$ cat src/rtl/ps2_keycode_source_if.sv
// rtl/ps2_keycode_source_if.sv - decoded key stream bundle between the PS/2 source and its consumers
interface ps2_keycode_source_if;
    logic [7:0] keycode;
    logic       key_event;
    logic       key_release;
    logic       frame_err;

    modport master (output keycode, output key_event, output key_release, output frame_err);
    modport slave  (input  keycode, input  key_event, input  key_release, input  frame_err);
endinterface

$ cat src/rtl/ps2_keycode_source.sv
// rtl/ps2_keycode_source.sv - PS/2 set-2 receiver and held-key decoder (optional PS2_ARROW_KEYS_EN)
module ps2_keycode_source #(
    parameter int FILTER_LEN     = 8,
    parameter int TIMEOUT_CYCLES = 50000
) (
    input  logic                        Clk,
    input  logic                        Reset,
    input  logic                        PS2_CLK,
    input  logic                        PS2_DAT,
    ps2_keycode_source_if.master        key_if
);

    localparam int FW = (FILTER_LEN > 1) ? $clog2(FILTER_LEN + 1) : 1;
    localparam int TW = $clog2(TIMEOUT_CYCLES + 1);

    typedef enum logic [1:0] {IDLE, DATA, PARITY, STOP} state_t;

    logic          clk_s1_q, clk_s2_q, dat_s1_q, dat_s2_q;
    logic          filt_q, filt_d;
    logic [FW-1:0] filt_cnt_q, filt_cnt_d;
    logic          fall_q, fall_d;
    logic [TW-1:0] to_cnt_q, to_cnt_d;
    state_t        state_q, state_d;
    logic [2:0]    bit_cnt_q, bit_cnt_d;
    logic [7:0]    shift_q, shift_d;
    logic          par_q, par_d;
    logic          ext_q, ext_d, brk_q, brk_d;
    logic [7:0]    keycode_q, keycode_d;
    logic          key_event_q, key_event_d;
    logic          key_release_q, key_release_d;
    logic          frame_err_q, frame_err_d;
    logic          timeout, byte_ok, byte_bad;
    logic [7:0]    mapped;

    always_ff @(posedge Clk or negedge Reset) begin
        if (!Reset) begin
            clk_s1_q      <= 1'b1;
            clk_s2_q      <= 1'b1;
            dat_s1_q      <= 1'b1;
            dat_s2_q      <= 1'b1;
            filt_q        <= 1'b1;
            filt_cnt_q    <= '0;
            fall_q        <= 1'b0;
            to_cnt_q      <= '0;
            state_q       <= IDLE;
            bit_cnt_q     <= '0;
            shift_q       <= '0;
            par_q         <= 1'b0;
            ext_q         <= 1'b0;
            brk_q         <= 1'b0;
            keycode_q     <= '0;
            key_event_q   <= 1'b0;
            key_release_q <= 1'b0;
            frame_err_q   <= 1'b0;
        end else begin
            clk_s1_q      <= PS2_CLK;
            clk_s2_q      <= clk_s1_q;
            dat_s1_q      <= PS2_DAT;
            dat_s2_q      <= dat_s1_q;
            filt_q        <= filt_d;
            filt_cnt_q    <= filt_cnt_d;
            fall_q        <= fall_d;
            to_cnt_q      <= to_cnt_d;
            state_q       <= state_d;
            bit_cnt_q     <= bit_cnt_d;
            shift_q       <= shift_d;
            par_q         <= par_d;
            ext_q         <= ext_d;
            brk_q         <= brk_d;
            keycode_q     <= keycode_d;
            key_event_q   <= key_event_d;
            key_release_q <= key_release_d;
            frame_err_q   <= frame_err_d;
        end
    end

    // A new clock level is accepted only after it has differed from the filtered level FILTER_LEN cycles in a row.
    always_comb begin
        filt_d     = filt_q;
        filt_cnt_d = '0;
        if (clk_s2_q != filt_q) begin
            if (filt_cnt_q == FW'(FILTER_LEN - 1)) filt_d = clk_s2_q;
            else                                   filt_cnt_d = filt_cnt_q + 1'b1;
        end
        fall_d = filt_q & ~filt_d;

        to_cnt_d = to_cnt_q;
        if (fall_q || state_q == IDLE)          to_cnt_d = '0;
        else if (to_cnt_q != TW'(TIMEOUT_CYCLES)) to_cnt_d = to_cnt_q + 1'b1;
    end

    assign timeout  = (state_q != IDLE) && !fall_q && (to_cnt_q == TW'(TIMEOUT_CYCLES));
    assign byte_ok  = fall_q && (state_q == STOP) && dat_s2_q && (^{shift_q, par_q});
    assign byte_bad = (fall_q && (state_q == STOP) && !(dat_s2_q && (^{shift_q, par_q}))) || timeout;

    always_comb begin
        state_d   = state_q;
        bit_cnt_d = bit_cnt_q;
        shift_d   = shift_q;
        par_d     = par_q;
        if (timeout) begin
            state_d = IDLE;
        end else if (fall_q) begin
            case (state_q)
                IDLE: begin
                    if (!dat_s2_q) begin
                        state_d   = DATA;
                        bit_cnt_d = '0;
                    end
                end
                DATA: begin
                    shift_d   = {dat_s2_q, shift_q[7:1]};
                    bit_cnt_d = bit_cnt_q + 1'b1;
                    if (bit_cnt_q == 3'd7) state_d = PARITY;
                end
                PARITY: begin
                    par_d   = dat_s2_q;
                    state_d = STOP;
                end
                default: state_d = IDLE;
            endcase
        end
    end

    always_comb begin
        mapped = '0;
        if (!ext_q) begin
            case (shift_q)
                8'h1D:   mapped = 8'd26;
                8'h1C:   mapped = 8'd4;
                8'h1B:   mapped = 8'd22;
                8'h23:   mapped = 8'd7;
                8'h5A:   mapped = 8'd40;
                8'h29:   mapped = 8'd44;
                default: mapped = '0;
            endcase
        end
`ifdef PS2_ARROW_KEYS_EN
        else begin
            case (shift_q)
                8'h75:   mapped = 8'd26;
                8'h6B:   mapped = 8'd4;
                8'h72:   mapped = 8'd22;
                8'h74:   mapped = 8'd7;
                default: mapped = '0;
            endcase
        end
`endif
    end

    // Prefix bytes only arm flags; any other good byte consumes both flags whether mapped or not.
    always_comb begin
        keycode_d     = keycode_q;
        key_event_d   = 1'b0;
        key_release_d = key_release_q;
        frame_err_d   = 1'b0;
        ext_d         = ext_q;
        brk_d         = brk_q;
        if (byte_bad) begin
            frame_err_d = 1'b1;
            ext_d       = 1'b0;
            brk_d       = 1'b0;
        end else if (byte_ok) begin
            if (shift_q == 8'hE0) begin
                ext_d = 1'b1;
            end else if (shift_q == 8'hF0) begin
                brk_d = 1'b1;
            end else begin
                ext_d = 1'b0;
                brk_d = 1'b0;
                if (mapped != 8'd0) begin
                    key_event_d   = 1'b1;
                    key_release_d = brk_q;
                    if (!brk_q)                  keycode_d = mapped;
                    else if (keycode_q == mapped) keycode_d = '0;
                end
            end
        end
    end

    assign key_if.keycode     = keycode_q;
    assign key_if.key_event   = key_event_q;
    assign key_if.key_release = key_release_q;
    assign key_if.frame_err   = frame_err_q;

endmodule

$ cat src/flat_wrapper.sv
// flat-port wrapper written by rule: the top's interface ports become plain ports
module ps2_keycode_source_flat 
#(
    parameter int FILTER_LEN     = 8,
    parameter int TIMEOUT_CYCLES = 50000
)
  (Clk, Reset, PS2_CLK, PS2_DAT, key_if_keycode, key_if_key_event, key_if_key_release, key_if_frame_err);
  ps2_keycode_source_if key_if_i ();
  input  logic Clk;
  input  logic Reset;
  input  logic PS2_CLK;
  input  logic PS2_DAT;
  output wire logic [$bits(key_if_i.keycode)-1:0] key_if_keycode;
  output wire logic [$bits(key_if_i.key_event)-1:0] key_if_key_event;
  output wire logic [$bits(key_if_i.key_release)-1:0] key_if_key_release;
  output wire logic [$bits(key_if_i.frame_err)-1:0] key_if_frame_err;
  assign key_if_keycode = key_if_i.keycode;
  assign key_if_key_event = key_if_i.key_event;
  assign key_if_key_release = key_if_i.key_release;
  assign key_if_frame_err = key_if_i.frame_err;
  ps2_keycode_source #(.FILTER_LEN(FILTER_LEN), .TIMEOUT_CYCLES(TIMEOUT_CYCLES)) u_core (.Clk(Clk), .Reset(Reset), .PS2_CLK(PS2_CLK), .PS2_DAT(PS2_DAT), .key_if(key_if_i));
endmodule
$ cat config.mk
export PLATFORM = sky130hd
export DESIGN_NAME = ps2_keycode_source_flat
export DESIGN_NICKNAME = d
export VERILOG_FILES = /design/src/rtl/ps2_keycode_source_if.sv /design/src/rtl/ps2_keycode_source.sv /design/src/flat_wrapper.sv
export SDC_FILE = /design/constraint.sdc
export NUM_CORES = 1
export LEC_CHECK = 0
export ABC_AREA = 1
export BUFFER_PORTS_ARGS = -buffer_cell sky130_fd_sc_hd__buf_2
export CORE_ASPECT_RATIO = 0.7
export CORE_MARGIN = 5
export CORE_UTILIZATION = 55
export CTS_CLUSTER_DIAMETER = 40
export DETAILED_ROUTE_END_ITERATION = 16
export PLACE_DENSITY_LB_ADDON = 0.3
export SLEW_MARGIN = 15
export SYNTH_ARGS = -nofsm -noshare
export SYNTH_HDL_FRONTEND = slang
export SYNTH_SLANG_ARGS = --single-unit
$ cat constraint.sdc
create_clock -name Clk -period 2.6 [get_ports Clk]
set_input_delay 0.13 -clock Clk [delete_from_list [all_inputs] [get_ports Clk]]
set_output_delay 0.13 -clock Clk [all_outputs]
set_load 0.05 [all_outputs]
**Word-level counts from Yosys, hierarchy flattened**

Index checks and enable logic that the tools add are counted.

- $add $sub $neg: 3
- Equality and inequality tests: 23
- Divide/modulo/power cells: 0
- Reduce and logical (&&, ||, !) cells: 27
- Shifts and indexed selects: 0
- Bitwise gates (word level): 6
- $mul: 0
- Multiplexer cells: 31
- Order comparisons: 0

Operator list:

| cell | count |
|---|---|
| $pmux W6 S6 | 1 |
| $mux W16 | 2 |
| $eq A8 B5 Y1 const B | 3 |
| $mux W8 | 3 |
| $add A16 B1 Y16 const B | 1 |
| $eq A16 B16 Y1 const B | 1 |
| $eq A8 B6 Y1 const B | 2 |
| $eq A8 B8 Y1 const B | 2 |
| $mux W1 | 16 |
| $ne A16 B16 Y1 const B | 1 |
| $reduce_bool A2 Y1 | 5 |
| $reduce_and A3 Y1 | 3 |
| $reduce_xor A9 Y1 | 1 |
| $eq A8 B7 Y1 const B | 1 |
| $eq A8 B8 Y1 | 1 |
| $mux W2 | 4 |
| $mux W4 | 2 |
| $reduce_bool A8 Y1 | 1 |
| $logic_and A1 B1 Y1 | 7 |
| $ne A3 B1 Y1 const B | 2 |
| $pmux W2 S3 | 1 |
| $pmux W3 S2 | 1 |
| $reduce_and A6 Y1 | 1 |
| $not A1 Y1 | 5 |
| other kinds (18) | 23 |

- ROM bits: 0
- Bits in latches: 0
- Memories kept: 0
- Input port bits: 4
- Output and inout bits: 11
- Bits in writable memories: 0
- Flip-flop bits (word level): 53
- Logic and storage cells: 108

**Longest topological paths before layout**

Gate-level depths: netlist (run 1).

- Depth after elaboration: 9
- Depth in mapped cells: 15

**Least setup slack after synthesis (run 1)**

OpenSTA, ideal clock, no wires.

- Kind: reg-to-reg
- From: reg u_core.state_q[0]
- To: reg u_core.ext_q
- Data arrival time: 1,459 ps
- Setup slack: 1,023 ps
- Setup time: 118 ps
- Stages on the path, launching flop included: 10
- Buffers on the path: 0
- Data required time: 2,482 ps
- Cell sequence: dfrtp_1 -> inv_1 -> ha_1 -> nor2_1 -> nand4_1 -> nand2_1 -> nand3b_4 -> nand2_1 -> nand4_1 -> nand2_1

- Word-level cells in the longest chain between the ends: 6

RTL lines:

| item | RTL line | RTL |
|---|---|---|
| start: declaration | ps2_keycode_source.sv:23 | `state_t state_q, state_d;` |
| start signal: assignment | ps2_keycode_source.sv:64 | `state_q <= state_d;` |
| $eq A2 B2 Y1 / $reduce_bool A2 Y1 (equally long branches) | ps2_keycode_source.sv:93, ps2_keycode_source.sv:94, ps2_keycode_source.sv:92 |  |
| $logic_and A1 B1 Y1 (on tied branches) | ps2_keycode_source.sv:93, ps2_keycode_source.sv:94, ps2_keycode_source.sv:92 |  |
| $logic_and A1 B1 Y1 (on tied branches) | ps2_keycode_source.sv:94, ps2_keycode_source.sv:92, ps2_keycode_source.sv:93 |  |
| $logic_or A1 B1 Y1 / $logic_and A1 B1 Y1 (equally long branches) | ps2_keycode_source.sv:94, ps2_keycode_source.sv:93 |  |
| $ne A3 B1 Y1 (no source line) / $reduce_bool A2 Y1 (equally long branches) | - |  |
| $reduce_and A2 Y1 (no source line) | - |  |
| end signal: assignment | ps2_keycode_source.sv:68 | `ext_q <= ext_d;` |
| end: declaration | ps2_keycode_source.sv:27 | `logic ext_q, ext_d, brk_q, brk_d;` |

Several ways; a longest one is shown, not always the timed one.
A chain may end at the register's enable or synchronous reset.

**Final worst setup path (run 1)**

- From: reg u_core.state_q[0]
- To: reg u_core.brk_q

- Word-level cells in the longest chain between the ends: 6

RTL lines:

| item | RTL line | RTL |
|---|---|---|
| $eq A2 B2 Y1 / $reduce_bool A2 Y1 (equally long branches) | ps2_keycode_source.sv:93, ps2_keycode_source.sv:94, ps2_keycode_source.sv:92 |  |
| $logic_and A1 B1 Y1 (on tied branches) | ps2_keycode_source.sv:93, ps2_keycode_source.sv:94, ps2_keycode_source.sv:92 |  |
| $logic_and A1 B1 Y1 (on tied branches) | ps2_keycode_source.sv:94, ps2_keycode_source.sv:92, ps2_keycode_source.sv:93 |  |
| $logic_or A1 B1 Y1 / $logic_and A1 B1 Y1 (equally long branches) | ps2_keycode_source.sv:94, ps2_keycode_source.sv:93 |  |
| $ne A2 B1 Y1 (no source line) / $reduce_bool A2 Y1 (equally long branches) | - |  |
| $reduce_and A2 Y1 (no source line) | - |  |
| end signal: assignment | ps2_keycode_source.sv:69 | `brk_q <= brk_d;` |
| end: declaration | ps2_keycode_source.sv:27 |  |

Several ways; a longest one is shown, not always the timed one.

==> results of run 1 <==
power groups by stage:
stage	logic [mW]	registers, mW	clock network (mW)
floorplan	0.444	0.965	0
global placement	0.530	0.987	0
detailed placement	0.549	0.991	0
CTS	0.560	0.978	0.455
global route	0.646	0.993	0.491
finish	0.558	0.976	0.434
critical path: cells and delay by family, from the launching register on:
kind          cells  cell delay (ns)
simple gates      7             1.19
fa+ha+maj         1             0.25
flops             1             0.40
buf+inv           1             0.11
cell families after synthesis:
logic type,after synthesis
AO/OA/AOI/OAI,40
XOR/XNOR,8
adder cells (fa/ha/maj),11
buffers and inverters,56
flip-flops,51
other,1
AND/OR/NAND/NOR,208
sequential cells by signal, indices dropped and copies added, names as in the netlist:
register and count:
u_core.key_if.key_release 1, u_core.clk_s2_q 1, u_core.fall_q 1, u_core.filt_cnt_q 4
u_core.state_q 2, u_core.key_if.frame_err 1, u_core.dat_s1_q 1, u_core.key_if.keycode 6
u_core.clk_s1_q 1, u_core.dat_s2_q 1, u_core.filt_q 1, u_core.to_cnt_q 16
u_core.shift_q 8, u_core.key_if.key_event 1, u_core.ext_q 1, u_core.brk_q 1
u_core.bit_cnt_q 3, u_core.par_q 1
what timing repair did:
| item | in CTS | in global routing |
|---|---|---|
| resized for setup | 0 | 0 |
| endpoints found under the hold margin | 48 | 0 |
| hold buffers | 3 | 0 |
synthesized netlist by cell type (all sizes together):
cell type and count:
a211oi 2, nand3 25, conb 1, nor3 10, nand2 104, xnor2 3, o21ai 23, a22oi 1
or2 2, dfrtp 46, buf 3, nand3b 8, a21oi 11, nor4 2, clkbuf 3, inv 50
nor2 50, ha 11, xor2 5, dfstp 5, a31oi 3, nand4 7
cell type report:
type | count | area share, %
flip-flops and latches | 51 | 41.0
inverters | 50 | 6.00
multi-input cells | 269 | 44.0
repair buffers | 17 | 3.36
clock buffers | 6 | 2.32
well taps | 72 | 2.88
clock inverters | 2 | 0.400
layout by cell type, fill, tap and decap left out, types with 10 or more instances in the layout:
cell     instances
a21oi_1         11
buf_2           12
dfrtp_1         46
ha_1            11
inv_1           46
nand2_1         98
nand3_1         24
nor2_1          47
nor3_1          10
o21ai_0         20
layer usage:
layer	track usage, %	vias to the layer above	routed length, µm
li1	-	1231	-
met1	27.1	1044	2960
met2	24.3	33	2080
met3	3.77	2	199
met4	3.11	0	22
met5	0	-	0
worst max-delay path by stage:
stage / startpoint / endpoint / cells after the start
after global placement: u_core.state_q[0] / u_core.ext_q / 9
after floorplan: u_core.state_q[0] / u_core.ext_q / 9
after CTS: u_core.state_q[0] / u_core.brk_q / 9
after detailed placement: u_core.state_q[0] / u_core.brk_q / 9
final: u_core.state_q[0] / u_core.brk_q / 9
after global routing: u_core.state_q[1] / u_core.brk_q / 9
metrics by stage:
| stage | hold WS (ns) | instance area, µm² | worst slack [ns] |
|---|---|---|---|
| CTS | 0.360 | 3130 | 0.520 |
| floorplan | -0.166 | 2880 | 1.02 |
| global route | 0.363 | 3130 | 0.224 |
| detailed placement | 0.237 | 3010 | 0.546 |
| finish | 0.359 | 3130 | 0.532 |
| global placement | 0.237 | 3010 | 0.651 |
==> results.cfg, run 1 <==
[power_and_ir_drop]
power.total_mw = 1.97
leakagePower_nw = 1.55
p_clk_share_pct = 22.1
p_sw_share_pct = 35.0
ir_worst_vdd_mv = 0.365
pwr-share-seq_pct = 49.6
combPwrFrac_pct = 28.3
netSwitchingPower_mw = 0.689
p_int_mw = 1.28
powerDensity_nw_per_um2 = 629

[worst_setup_path]
ff2ff_path_depth = 9
crit_slowest_cell = nor2_1
path_max_fanout = 10
required_ns = 2.79
cp-end-kind = register
worst_path_largest_cell_delay_ns = 0.44
r2r_end = u_core.brk_q
crit_type = reg2reg
cp.arrival_ns = 2.26
reg2reg_from = u_core.state_q[0]
startpoint_type = register
cpMostUsedCell = nand2_1
r2r_slack_ns = 0.53
crit_chain = inv_1 -> ha_1 -> nor2_1 -> nand4_1 -> nand2_1 -> nand3b_4 -> nand2_1 -> nand4_1 -> nand2_1

[synth]
synth_area_per_cell_um2 = 7.67
synth_simple_gate_area_share_pct = 32.8
syn_inst = 375
synth.yosys.seq_area_share_pct = 44.6
synth.area.top_cells = dfrtp_1 40%, nand2_1 13%, nor2_1 6.1%, inv_1 6.0%, ha_1 4.8%
synthAdderAreaFrac_pct = 4.79
synth_warnings = 0
synth_top_family_by_area = simple AND/OR/NAND/NOR gates
synth_mux_area_share_pct = 0
synth.top_cell.area_share_pct = 40.0
synth_compound_area_share_pct = 7.35
synth_xor_area_share_pct = 2.70
ys_types = 33
ys_ff_latch = 51
yosysTopAreaCell = dfrtp_1
syn_area_um2 = 2880

[sta]
slew_viol_final = 0
min_period_ns = 2.07
fin_crit_sh_pct = 79.5
tightestPinTransition_ns = 0.653
setup_viol = 0
setup_tns_ns = 0
hold_viol = 0
skew_ns = 0.00876
clock.fmax_mhz = 484
relSlewSlack_pct = 56.0
rsz0062_at_grt = no

[placement]
gp_congestion = 0.888
dpl.cell_count = 456
hpwlAfterDp_mm = 3.93
io_buffers = 12

[clock_network]
clk_path_buf_depth = 2
cts_tree = built
cts_sinks = 51
cts_root_buf = clkbuf_8
h-tree-depth = 2
post_cts_buffers = 0
cts_buffers = 5
clock_latency_ns = 0.29
clk_pin_slew_ns = 0.09

[min_path]
whs_endpoint = u_core.clk_s2_q
hold_class = reg2reg
hold_depth = 0
hp-start = u_core.clk_s1_q

[detailed_routing]
avgViaCountPerCell = 4.95
drt_iter0_drc = 126
drtPass1Iterations = 5
wl_per_cell_um = 11.3
wl_mm = 5.27
drc = 0
vias = 2310
antenna_left = 0

[final_layout]
syn_to_final_growth_pct = 8.79
seq_area_um2 = 1280
fill_cells = 472
final_cells = 467
finish.utilization_pct = 60.8
multi_input_area_um2 = 1380
layout.nets = 409
drive_gt1_share_pct = 11.1
diodes = 0

[global_routing]
grt_pass1_vias = 2122
antenna_found_initial = 0
grt.total_usage_pct = 17.2
grt_pass1_wl_mm = 9.37
grt_max_degree = 52
overflow = 0

[floorplan]
die_w_um = 96.4
io_pins = 15
die_area_um2 = 6800
rows = 22
core_um2 = 5150
start_util_pct = 55.9
chipHeight_um = 70.5

[flow_run]
cap_violations = 0

[outcome]
outcome = completed
(Power assumes the default switching activity.)
==> run 2, diff against run 1 <==
==> constraint.sdc (replaced) <==
create_clock -name Clk -period 1.8 [get_ports Clk]
set_input_delay 0.09 -clock Clk [delete_from_list [all_inputs] [get_ports Clk]]
set_output_delay 0.09 -clock Clk [all_outputs]
set_load 0.05 [all_outputs]
==> results.cfg, run 2 (synthesis gave the netlist of run 1 again) <==
[outcome]
outcome = finished, violations left
violations = setup timing

[sta]
holdWs_ns = 0.322
fin_crit_sh_pct = 101
setup_viol = 4
min_period_ns = 1.81
clock.fmax_mhz = 553
hold_viol = 0
skew_ns = 0.00802
slew_viol_final = 0
setup_tns_ns = -0.0241
timing.final.ws_setup_ns = -0.00988
relSlewSlack_pct = 60.0
tightestPinTransition_ns = 0.599
rsz0062_at_grt = yes

[detailed_routing]
antenna_left = 0
drtPass1Iterations = 5
wl_per_cell_um = 13.0
wl_mm = 6.30
drt_iter0_drc = 159
vias = 2507
drc = 0
avgViaCountPerCell = 5.18

[final_layout]
design_area_um2 = 3590
diodes = 0
drive_gt1_share_pct = 30.6
regMostFlops = u_core.to_cnt_q
finish.utilization_pct = 69.7
layout.nets = 426
syn_to_final_growth_pct = 24.8
final_cells = 484
largest_reg_flops = 16
final_common_cell = nand2_1
layout_common_cells = 70 x nand2_1, 39 x inv_1, 38 x dfrtp_1

[global_routing]
grt.total_usage_pct = 19.3
overflow = 0
grt_pass1_wl_mm = 10.5
grt_max_degree = 27
grt_pass1_vias = 2326
antenna_found_initial = 0

[placement]
hpwlAfterDp_mm = 4.31
dpl_cell_area_um2 = 3060
io_buffers = 12
gp_congestion = 0.892
pre_cts_slack_ns = -0.00966
dpl.cell_count = 460

[worst_setup_path]
startpoint_type = register
path_max_fanout = 6
crit_type = reg2reg
cp.arrival_ns = 2.02
cp-end-kind = register
required_ns = 2.01

[floorplan]
io_pins = 15
core_um2 = 5150
die_w_um = 96.4
die_area_um2 = 6800
start_util_pct = 55.9
chipHeight_um = 70.5
rows = 22

[clock_network]
cts_sinks = 51
clk_path_buf_depth = 2
cts_root_buf = clkbuf_8
clk_pin_slew_ns = 0.10
h-tree-depth = 2
clock_latency_ns = 0.31
cts_buffers = 5
cts_tree = built

[power_and_ir_drop]
leakagePower_nw = 1.70
power.total_mw = 3.38
powerDensity_nw_per_um2 = 941
ir_worst_vdd_mv = 0.866

[flow_run]
cap_violations = 0

[min_path]
hold_class = in2async
run 2: cell count changes in the layout (fill, tap and decap cells not counted), moves of 8 or more:
cell     change
dfrtp_2      +8
nor2_1      -14
dfrtp_1      -8
nand2_2     +23
nand2_1     -28
buf_4       +14
run 2: per-layer routing:
metal / GRT usage [%] / routed length, µm / vias to the layer above
met5: 0 / 0 / -
met4: 3.89 / 23 / 0
met3: 5.17 / 361 / 5
met2: 27.1 / 2840 / 65
met1: 29.8 / 3080 / 1177
li1: - / - / 1260
run 2: what timing repair did:
item	4_1_cts	5_1_grt
hold buffers	3	0
pin swaps	0	15
endpoints found under the setup margin	1	19
buffers inserted	1	12
hold endpoints to repair	24	0
resized for setup	1	85
run 2: worst max-delay path, cell delays in order (launching register included):
cell and delay, ns:
dfrtp_2 0.47, inv_2 0.13, nand2_1 0.08, nor2_2 0.13, nand2_2 0.09, nand2_2 0.11
nand2_2 0.07, nand2_1 0.08, nand2_1 0.05, nor2_1 0.14, nand3_2 0.09, nand2_2 0.09
nand2_4 0.08, nand2_1 0.07, nand2_1 0.05
run 2: cell type report:
type	instances	area, µm²
fillers	407	1560
inverters	50	193
multi-input cells	269	1630
well taps	72	90.1
flip-flops and latches	51	1290
repair buffers	34	253
clock inverters	2	60.1
clock buffers	6	72.6
run 2: worst paths after layout:
path	startpoint	end	slack, ns	cells past startpoint
max	u_core.shift_q[7]	u_core.key_if.keycode[5]	-0.01	14
max in group asynchronous	Reset	u_core.dat_s2_q	0.86	3
min in group Clk	u_core.clk_s1_q	u_core.clk_s2_q	0.36	0
max reg2reg	u_core.shift_q[7]	u_core.key_if.keycode[5]	-0.01	14
min reg2reg	u_core.clk_s1_q	u_core.clk_s2_q	0.36	0
min	Reset	u_core.bit_cnt_q[0]	0.32	2
run 2: where the power goes:
group / total (mW) / internal (mW) / switching [mW]
registers: 1.42 / 1.29 / 0.135
logic: 1.01 / 0.385 / 0.629
clock network: 0.941 / 0.556 / 0.385
==> run 3, diff against run 2 <==
==> constraint.sdc (replaced) <==
create_clock -name Clk -period 1.8 [get_ports Clk]
set_input_delay 0.36 -clock Clk [delete_from_list [all_inputs] [get_ports Clk]]
set_output_delay 0.36 -clock Clk [all_outputs]
set_load 0.05 [all_outputs]
==> results.cfg, run 3 (synthesis gave the netlist of run 1 again) <==
[floorplan]
io_pins = 15
start_util_pct = 55.9
chipHeight_um = 70.5
rows = 22
die_w_um = 96.4
die_area_um2 = 6800
core_um2 = 5150

[outcome]
violations = hold timing, setup timing
outcome = finished, violations left

[final_layout]
largest_reg_flops = 16
final_common_cell = nand2_1
layout_common_cells = 72 x nand2_1, 41 x dfrtp_1, 40 x inv_1
layout.nets = 429
syn_to_final_growth_pct = 22.4
regMostFlops = u_core.to_cnt_q
drive_gt1_share_pct = 30.8
final_cells = 487
diodes = 0
finish.utilization_pct = 68.4

[placement]
hpwlAfterDp_mm = 4.21
io_buffers = 12
gp_congestion = 0.904
dpl.cell_count = 461
pre_cts_slack_ns = -0.00321

[detailed_routing]
wl_per_cell_um = 13.0
antenna_left = 0
wl_mm = 6.32
vias = 2512
drc = 0
avgViaCountPerCell = 5.16
drtPass1Iterations = 4
drt_iter0_drc = 197

[flow_run]
cap_violations = 0

[clock_network]
clk_pin_slew_ns = 0.10
cts_sinks = 51
h-tree-depth = 2
cts_root_buf = clkbuf_8
cts_buffers = 5
cts_tree = built
clock_latency_ns = 0.31
clk_path_buf_depth = 2

[power_and_ir_drop]
leakagePower_nw = 1.70
power.total_mw = 3.37
ir_worst_vdd_mv = 0.661
powerDensity_nw_per_um2 = 957

[worst_setup_path]
reg2reg_from = u_core.shift_q[2]
r2r_slack_ns = -0.02
path_max_fanout = 6
crit_slowest_cell = dfrtp_2
crit_chain = buf_6 -> xor2_2 -> xnor2_2 -> inv_1 -> nand3_1 -> nand2_2 -> nand3_4 -> inv_2 -> buf_4 -> o21ai_2 -> inv_1
required_ns = 2.02
cp-end-kind = register
crit_buf_inv = 5
critPathTopFamily = buffers and inverters
cp.arrival_ns = 2.04
ff2ff_path_depth = 11
crit_type = reg2reg
cpMostUsedCell = inv_1
startpoint_type = register
r2r_end = u_core.key_if.key_release
worst_path_largest_cell_delay_ns = 0.46

[sta]
skew_ns = 0.0112
setup_viol = 3
rsz0062_at_grt = yes
hold_viol = 12
holdWs_ns = -0.00380
min_period_ns = 1.82
timing.final.ws_setup_ns = -0.0193
fin_crit_sh_pct = 101
clock.fmax_mhz = 550
slew_viol_final = 0

[global_routing]
antenna_found_initial = 0
grt.total_usage_pct = 18.4
grt_pass1_wl_mm = 9.87
grt_pass1_vias = 2205
overflow = 0
grt_max_degree = 32

[min_path]
hold_class = in2async
[run 3: cell count changes in the layout (fill, tap and decap cells not counted), sizes merged]
cell | previous run | this run
buf | 31 | 37
bufinv | 2 | 1
dlygate4sd3 | 3 | 0
inv | 50 | 51
clkinv | 0 | 1
clkbuf | 6 | 5
[run 3: worst reg2reg max path, cell delays in order, from the launching register on]
cell and delay (ns):
dfrtp_2 0.46, buf_6 0.14, xor2_2 0.17, xnor2_2 0.25, inv_1 0.11, nand3_1 0.11
nand2_2 0.07, nand3_4 0.08, inv_2 0.07, buf_4 0.13, o21ai_2 0.09, inv_1 0.04
[run 3: worst max-delay path by stage]
stage | startpoint | endpoint | slack [ns] | cells past startpoint
after detailed placement | u_core.shift_q[5] | u_core.key_if.key_release | -0.003 | 12
after floorplan | u_core.state_q[0] | u_core.ext_q | 0.22 | 9
after global routing | u_core.shift_q[6] | u_core.key_if.keycode[1] | -0.12 | 15
after global placement | u_core.shift_q[5] | u_core.key_if.key_release | 0.02 | 12
final | u_core.shift_q[2] | u_core.key_if.key_release | -0.02 | 11
after CTS | u_core.shift_q[1] | u_core.key_if.key_release | 0.02 | 12
[run 3: report_power, final]
part	switching (mW)	internal, mW
Clock	0.400	0.422
Combinational	0.648	0.472
Sequential	0.142	1.29
Total	1.19	2.18
[run 3: repair_timing]
action                                  CTS  global route
buffers inserted                          2            16
hold buffers                              0             0
pin swaps                                 0            25
endpoints found under the setup margin    1            19
gates resized for setup                   1            71
[run 3: metal layers]
layer  track usage [%]  wire (µm)
met5                 0          0
met4              5.13         60
met3              3.98        283
met2              25.9       2830
met1              28.2       3140
[run 3: layout make-up]
type	instances	area, µm²
clock buffer	5	68.8
clock inverter	3	47.5
fill	390	1630
inverter	50	195
multi-input combinational	269	1560
sequential	51	1290
tap	72	90.1
timing repair buffer	37	268
[run 3: per-stage QoR]
step,setup TNS [ns],cell area (µm²)
after detailed placement,-0.00321,3060
final,-0.0286,3520
after global placement,0,3060
after global routing,-0.788,3520
after floorplan,0,2880
after CTS,0,3200
